[src/rtl/prog_loader.sv]
// rtl/prog_loader.sv - serial program loader filling instruction memory from a framed byte stream
//
// Purpose: accepts SYNC, LEN_HI, LEN_LO, LEN x {HI, LO}, CHK over a valid/ready
// byte link, writes each 16-bit word to instruction memory and holds the CPU
// off until a frame with a good XOR checksum has been loaded.
//
// Ports:
//   clk, rst          single clock, synchronous active-high reset
//   byte_data/valid   incoming byte stream
//   byte_ready        loader can take a byte (low only in the write cycle)
//   mem_en_write      one-cycle write strobe per word
//   mem_addr/mem_data write address and data, stable while the strobe is high
//   cpu_hold          keeps the CPU stalled during and after a failed load
//   done/error        status of the last frame
module prog_loader #(
  parameter int          ADDR_W    = 10,
  parameter logic [7:0]  SYNC_BYTE = 8'hA5
) (
  input  logic              clk,
  input  logic              rst,
  input  logic [7:0]        byte_data,
  input  logic              byte_valid,
  output logic              byte_ready,
  output logic              mem_en_write,
  output logic [ADDR_W-1:0] mem_addr,
  output logic [15:0]       mem_data,
  output logic              cpu_hold,
  output logic              done,
  output logic              error
);

  typedef enum logic [3:0] {
    S_IDLE, S_LEN_HI, S_LEN_LO, S_DATA_HI, S_DATA_LO,
    S_WRITE, S_CHK, S_DONE, S_ERR
  } state_t;

  // Largest legal word count; kept wide so the compare is valid for any ADDR_W.
  localparam logic [32:0] MAX_LEN = 33'd1 << ADDR_W;

  state_t            state_q, state_d;
  logic [7:0]        xor_q, xor_d;
  logic [7:0]        len_hi_q, len_hi_d;
  logic [7:0]        hi_q, hi_d;
  logic [15:0]       words_q, words_d;
  logic [ADDR_W-1:0] addr_q, addr_d;
  logic [15:0]       data_q, data_d;
  logic              hold_q, hold_d;
  logic              done_q, done_d;
  logic              error_q, error_d;

  logic              xfer;
  logic              is_sync;
  logic [15:0]       len;

  assign byte_ready = (state_q != S_WRITE);
  assign xfer       = byte_valid && byte_ready;
  assign is_sync    = (byte_data == SYNC_BYTE);
  assign len        = {len_hi_q, byte_data};

  always_ff @(posedge clk) begin
    if (rst) begin
      state_q  <= S_IDLE;
      xor_q    <= 8'd0;
      len_hi_q <= 8'd0;
      hi_q     <= 8'd0;
      words_q  <= 16'd0;
      addr_q   <= '0;
      data_q   <= 16'd0;
      hold_q   <= 1'b0;
      done_q   <= 1'b0;
      error_q  <= 1'b0;
    end else begin
      state_q  <= state_d;
      xor_q    <= xor_d;
      len_hi_q <= len_hi_d;
      hi_q     <= hi_d;
      words_q  <= words_d;
      addr_q   <= addr_d;
      data_q   <= data_d;
      hold_q   <= hold_d;
      done_q   <= done_d;
      error_q  <= error_d;
    end
  end

  always_comb begin
    state_d  = state_q;
    xor_d    = xor_q;
    len_hi_d = len_hi_q;
    hi_d     = hi_q;
    words_d  = words_q;
    addr_d   = addr_q;
    data_d   = data_q;
    hold_d   = hold_q;
    done_d   = done_q;
    error_d  = error_q;

    case (state_q)
      // SYNC is only recognised between frames; inside a frame A5 is data.
      S_IDLE, S_DONE, S_ERR: begin
        if (xfer && is_sync) begin
          state_d = S_LEN_HI;
          xor_d   = 8'd0;
          addr_d  = '0;
          hold_d  = 1'b1;
          done_d  = 1'b0;
          error_d = 1'b0;
        end
      end
      S_LEN_HI: begin
        if (xfer) begin
          len_hi_d = byte_data;
          xor_d    = xor_q ^ byte_data;
          state_d  = S_LEN_LO;
        end
      end
      S_LEN_LO: begin
        if (xfer) begin
          xor_d   = xor_q ^ byte_data;
          words_d = len;
          if ({17'd0, len} > MAX_LEN) begin
            state_d = S_ERR;
            error_d = 1'b1;
          end else if (len == 16'd0) begin
            state_d = S_CHK;
          end else begin
            state_d = S_DATA_HI;
          end
        end
      end
      S_DATA_HI: begin
        if (xfer) begin
          hi_d    = byte_data;
          xor_d   = xor_q ^ byte_data;
          state_d = S_DATA_LO;
        end
      end
      S_DATA_LO: begin
        if (xfer) begin
          data_d  = {hi_q, byte_data};
          xor_d   = xor_q ^ byte_data;
          state_d = S_WRITE;
        end
      end
      // Strobe cycle: address advances as the memory captures the word.
      S_WRITE: begin
        addr_d  = addr_q + ADDR_W'(1);
        words_d = words_q - 16'd1;
        state_d = (words_q == 16'd1) ? S_CHK : S_DATA_HI;
      end
      S_CHK: begin
        if (xfer) begin
          if (byte_data == xor_q) begin
            state_d = S_DONE;
            done_d  = 1'b1;
            hold_d  = 1'b0;
          end else begin
            state_d = S_ERR;
            error_d = 1'b1;
          end
        end
      end
      default: state_d = S_IDLE;
    endcase
  end

  assign mem_en_write = (state_q == S_WRITE);
  assign mem_addr     = addr_q;
  assign mem_data     = data_q;
  assign cpu_hold     = hold_q;
  assign done         = done_q;
  assign error        = error_q;

endmodule

[config.mk]
export PLATFORM = sky130hd
export DESIGN_NAME = prog_loader
export DESIGN_NICKNAME = d
export VERILOG_FILES = /design/src/rtl/prog_loader.sv
export SDC_FILE = /design/constraint.sdc
export NUM_CORES = 1
export LEC_CHECK = 0
export ABC_AREA = 0
export BUFFER_PORTS_ARGS = -buffer_cell sky130_fd_sc_hd__clkbuf_2
export CORE_MARGIN = 3
export CORE_UTILIZATION = 25
export CTS_CLUSTER_DIAMETER = 50
export DETAILED_ROUTE_END_ITERATION = 7
export SLEW_MARGIN = 20
export SYNTH_ARGS = -nofsm -noshare
export SYNTH_HDL_FRONTEND = slang
export SYNTH_SLANG_ARGS = --single-unit
[constraint.sdc]
create_clock -name clk -period 4.4 [get_ports clk]
set_clock_uncertainty 0.15 [all_clocks]
set_input_delay 0.22 -clock clk [delete_from_list [all_inputs] [get_ports clk]]
set_output_delay 0.22 -clock clk [all_outputs]
set_load 0.1 [all_outputs]
# Yosys cells after proc, flatten, opt, wreduce, memory -nomap -nowiden
# Index checks and enable logic that the tools add are counted.
# totals
ff_bits	73
output_inout_bits	31
elab_cells	87
in_bits	11
# op_classes
n_reduce_logical	20
bitwise_logic	1
magnitude_cmp	1
muxes	31
n_eq_ne	22
n_addsub	2
# ops
operator	count
$mux W4	8
$pmux W16 S2	1
$pmux W4 S7	1
$pmux W10 S2	1
$ne A2 B2 Y1 const B	9
$eq A16 B1 Y1 const B	1
$eq A4 B3 Y1 const B	4
$gt A16 B11 Y1 const B	1
$logic_not A16 Y1	1
$mux W16	1
$mux W8	2
$pmux W8 S2	1
$sub A16 B1 Y16 const B	1
$reduce_and A6 Y1	2
$add A10 B1 Y10 const B	1
$mux W1	10
$mux W10	1
$reduce_and A2 Y1	5
$eq A4 B2 Y1 const B	2
$eq A8 B8 Y1	1
$eq A8 B8 Y1 const B	1
$reduce_bool A2 Y1	4
$xor A8 B8 Y8	1
$mux W3	2
other kinds (13)	15

# Longest topological paths before layout
# depth
word_depth	5
mapped_depth	9
ltp_nobuf	7

# Least setup slack after synthesis
# Ideal clock, no wire load.
# synth_timing
path_type	flip-flop to flip-flop
from	reg state_q[3]
to	reg words_q[5]
slack_ns	1.917
arrival_ns	2.206
setup_ns	0.128
required_time_ns	4.122
stages_incl_launch_ff	8
period_less_slack_ns	2.483
path_buffers	3
path_cell_list	dfxtp_1 > buf_6 > nand4bb_1 > buf_4 > clkbuf_1 > o21ai_0 > a222oi_1 > nor2_1
# synth_between
elab_chain_cells	4
# synth_lines
element	line	rtl
start: declaration	40	state_t state_q, state_d;
start signal: assignment	73	state_q <= state_d;
$ne A4 B3 Y1	55	assign byte_ready = (state_q != S_WRITE);
net byte_ready	23	output logic byte_ready,
$logic_and A1 B1 Y1	56	assign xfer = byte_valid && byte_ready;
$ne A2 B2 Y1 (no line)	--	
$reduce_and A2 Y1 (no line)	--	
end signal: assignment	77	words_q <= words_d;
end: declaration	44	logic [15:0] words_q, words_d;
# The timed path passes the listed nets, and every way through them passes these cells.
# A chain may end at the register's enable or synchronous reset.

# Worst setup path in the final report
# layout_timing
from	reg state_q[2]
to	reg words_q[12]
# layout_between
elab_chain_cells	4
# layout_lines
element	line
$ne A4 B3 Y1	55
$logic_and A1 B1 Y1	56
$ne A2 B2 Y1 (no line)	--
$reduce_and A2 Y1 (no line)	--
# Several ways; a longest one is shown, not always the timed one.

==> flow_metrics.env <==
export IMPL_rsz0062_at_grt="no"
export IMPL_dr_pass1_iters=5
export IMPL_io_pins=42
export IMPL_critPathMaxFanout=19
export IMPL_cts_buffers=9
export IMPL_vias=3169
export IMPL_die_h_um=127.1
export IMPL_async_flop_share_pct=0
export IMPL_drc=0
export IMPL_first_global_vias=2925
export IMPL_grt_usage_pct=11.02
export IMPL_path_cells="nand4bb_1 -> clkinv_2 -> nand3_1 -> nor2_1 -> nor3_1 -> a2111oi_1"
export IMPL_final_nets=449
export IMPL_postCtsHoldBufs=0
export IMPL_r2r_end="words_q[12]"
export IMPL_path_clk_slew_ns=0.06
export IMPL_power_frac_comb_pct=3.0
export IMPL_clk_path_buf_depth=2
export IMPL_syn2layout_area_growth_pct=15.11
export IMPL_cap_viol_max_count=0
export IMPL_drt_total_wl_um=8886
export IMPL_p_int_mw=1.064
export IMPL_swShare_pct=24.15
export IMPL_drive_gt1_share_pct=17.27
export IMPL_grt_max_degree=41
export IMPL_slew_headroom_pct=38.79
export IMPL_grt_overflow=0
export IMPL_rows=43
export IMPL_max_freq_mhz=325.6
export IMPL_power_switching_mw=0.3388
export IMPL_ys_types=66
export IMPL_finalPower_mw=1.403
export IMPL_path_buf_inv=1
export IMPL_synth_top_area_share_pct=39.84
export IMPL_clkSinkCount=73
export IMPL_critPathCaptureType="register"
export IMPL_min_delay_start="byte_data[1]"
export IMPL_clk_latency_ns=0.34
export IMPL_pwr_share_seq_pct=47.1
export IMPL_critPathCapture="words_q[12]"
export IMPL_synth_edf_count=0
export IMPL_clockPowerShare_pct=49.9
export IMPL_leakage_nw=1.689
export IMPL_post_cts_buffers=0
export IMPL_start_util_pct=26.03
export IMPL_ys_ff_latch=73
export IMPL_drtIter0Drc=234
export IMPL_netlist_area_um2=3669
export IMPL_synthTopCellsByArea="dfxtp_1, mux2i_1, nor2_1"
export IMPL_gp_congestion=0.8098
export IMPL_cp_arrival_ns=3.14
export IMPL_diodes=0
export IMPL_synth_top_area_cell="dfxtp_1"
export IMPL_vdd_drop_max_mv=0.2107
export IMPL_cp_top_family="simple AND/OR/NAND/NOR gates"
export IMPL_cts_tree="done"
export IMPL_final_seq_area_um2=1461
export IMPL_multi_input_area_um2=2013
export IMPL_status="completed"
export IMPL_yosys_warnings=0
export IMPL_slew_viol_final=0
export IMPL_fill_cells=1525
export IMPL_syn_instance_count=414
export IMPL_floorplan_die_area_um2=16160
export IMPL_post_drt_wl_per_cell_um=14.33
export IMPL_critPathMaxStageDelay_ns=0.75
export IMPL_crit_slowest_cell="nand4bb_1"
export IMPL_worstMarginPinSlew_ns=0.9182
export IMPL_r2r_start="state_q[2]"
export IMPL_synth_fp_nets=428
export IMPL_port_buffers=41
export IMPL_cp_required_ns=4.47
export IMPL_worst_setup_path_start_kind="register"
export IMPL_grt_pass1_wl_um=14530
export IMPL_startpoint="state_q[2]"
export IMPL_reg2reg_depth=6
export IMPL_power_density_nw_per_um2=332.2
export IMPL_setup_tns_ns=0
export IMPL_syn_avg_cell_area_um2=8.861
export IMPL_core_area_um2=14100
export IMPL_reg2reg_setup_slack_ns=1.33
export IMPL_cts_resized=0
export IMPL_hold_class="primary input to register"
export IMPL_synth_top_flop_cell="dfxtp_1"
export IMPL_grt_antenna_before_repair=0
export IMPL_antenna_left=0
export IMPL_synth_seq_area_share_pct=39.84
export IMPL_cts_root_buffer="clkbuf_16"
export IMPL_cts_max_level=3
export IMPL_period_share_pct=69.81
export IMPL_dpl_hpwl_um=6154
export IMPL_path_depth=6
export IMPL_finalSetupViolCount=0
export IMPL_vias_per_cell=5.111
export IMPL_crit_type="register to register"
export IMPL_hold_viol=0
export IMPL_layout_min_cycle_time_ns=3.072
export IMPL_die_w_um=127.1
==> Yosys cell counts, types with 5 or more instances <==
library cell,instances
a21oi_1,29
xor2_1,8
inv_1,5
buf_2,13
nor4_1,8
and3_1,5
o21ai_0,11
a31oi_1,6
nand3b_1,10
a311oi_1,11
nand2_1,21
nor2_1,55
mux2i_1,32
clkbuf_1,13
dfxtp_1,73
nor3_1,9
nand2b_1,9
nand3_1,13
or2b_1,5
==> per-layer routing <==
layer,part of all wire (%),up-vias,global-route usage [%]
met5,0,-,0
met3,5.0,9,3.010
met1,44,1509,13.47
li1,-,1564,-
met2,49,87,18.65
met4,1.5,0,3.912
==> stage by stage <==
stage	utilization, %	cells	hold slack [ns]	worst slack, ns	area, um2
after floorplan	-	414	0.3039	1.917	3669
after global placement	27.92	604	0.3032	1.588	3936
after detailed placement	27.92	604	0.3048	1.394	3936
after CTS	29.96	620	0.1425	1.340	4223
after global routing	29.96	620	0.1716	1.019	4223
final	29.96	620	0.1503	1.328	4223
==> layout by cell type, fill, tap and decap left out, types with 6 or more instances in the layout <==
cell type	synthesis	final
a21oi_1	29	29
a311oi_1	11	11
a31oi_1	6	6
clkbuf_16	0	9
clkbuf_2	0	41
dfxtp_1	73	73
mux2i_1	32	32
nand2_1	21	21
nand2b_1	9	9
nand3_1	13	13
nand3b_1	10	10
nor2_1	55	55
nor3_1	9	9
nor4_1	8	8
o21ai_0	11	11
xor2_1	8	8
==> layout make-up <==
| class | count | area share, % |
|---|---|---|
| Multi-Input combinational cell | 303 | 47.67 |
| Sequential cell | 73 | 34.61 |
| Clock buffer | 9 | 5.333 |
| Tap cell | 180 | 5.333 |
| Timing Repair Buffer | 42 | 5.037 |
| Clock inverter | 7 | 1.452 |
| Inverter | 6 | 0.5630 |
==> how the worst min path moves through the flow <==
stage | endpoint | depth (start not counted)
2_1_floorplan | words_q[13] | 2
3_3_place_gp | error | 2
3_5_place_dp | error | 2
4_1_cts | mem_data[1] | 3
5_1_grt | hi_q[1] | 3
6_report | mem_data[1] | 3
==> worst register-to-register path, cell delays in order (launching register included) <==
cell and delay, ns:
dfxtp_1 0.62, nand4bb_1 0.75, clkinv_2 0.45, nand3_1 0.30, nor2_1 0.22, nor3_1 0.07
a2111oi_1 0.38
==> flip-flops by register name (all words and copies together), names as in the netlist <==
name      flops
hi_q          8
mem_addr     10
error         1
state_q       4
cpu_hold      1
words_q      16
len_hi_q      8
mem_data     16
xor_q         8
done          1
==> power groups by stage <==
stage	clock [mW]	combinational [mW]	sequential, mW
after detailed placement	0	0.0422	0.676
after global routing	0.746	0.0455	0.660
after global placement	0	0.0417	0.676
final	0.700	0.0419	0.661
after floorplan	0	0.0320	0.676
after CTS	0.717	0.0424	0.661
==> cells by family (layout without fill, tap and decap cells) <==
group,after synthesis,in the layout,share of synthesized area (%)
compound gates,86,86,16.51
fa+ha+maj,3,3,1.023
mux,32,32,8.731
simple gates,173,173,26.47
flops,73,73,39.84
buf+inv,38,64,5.286
xor+xnor,9,9,2.149
Power figures use the tool's default switching activity.
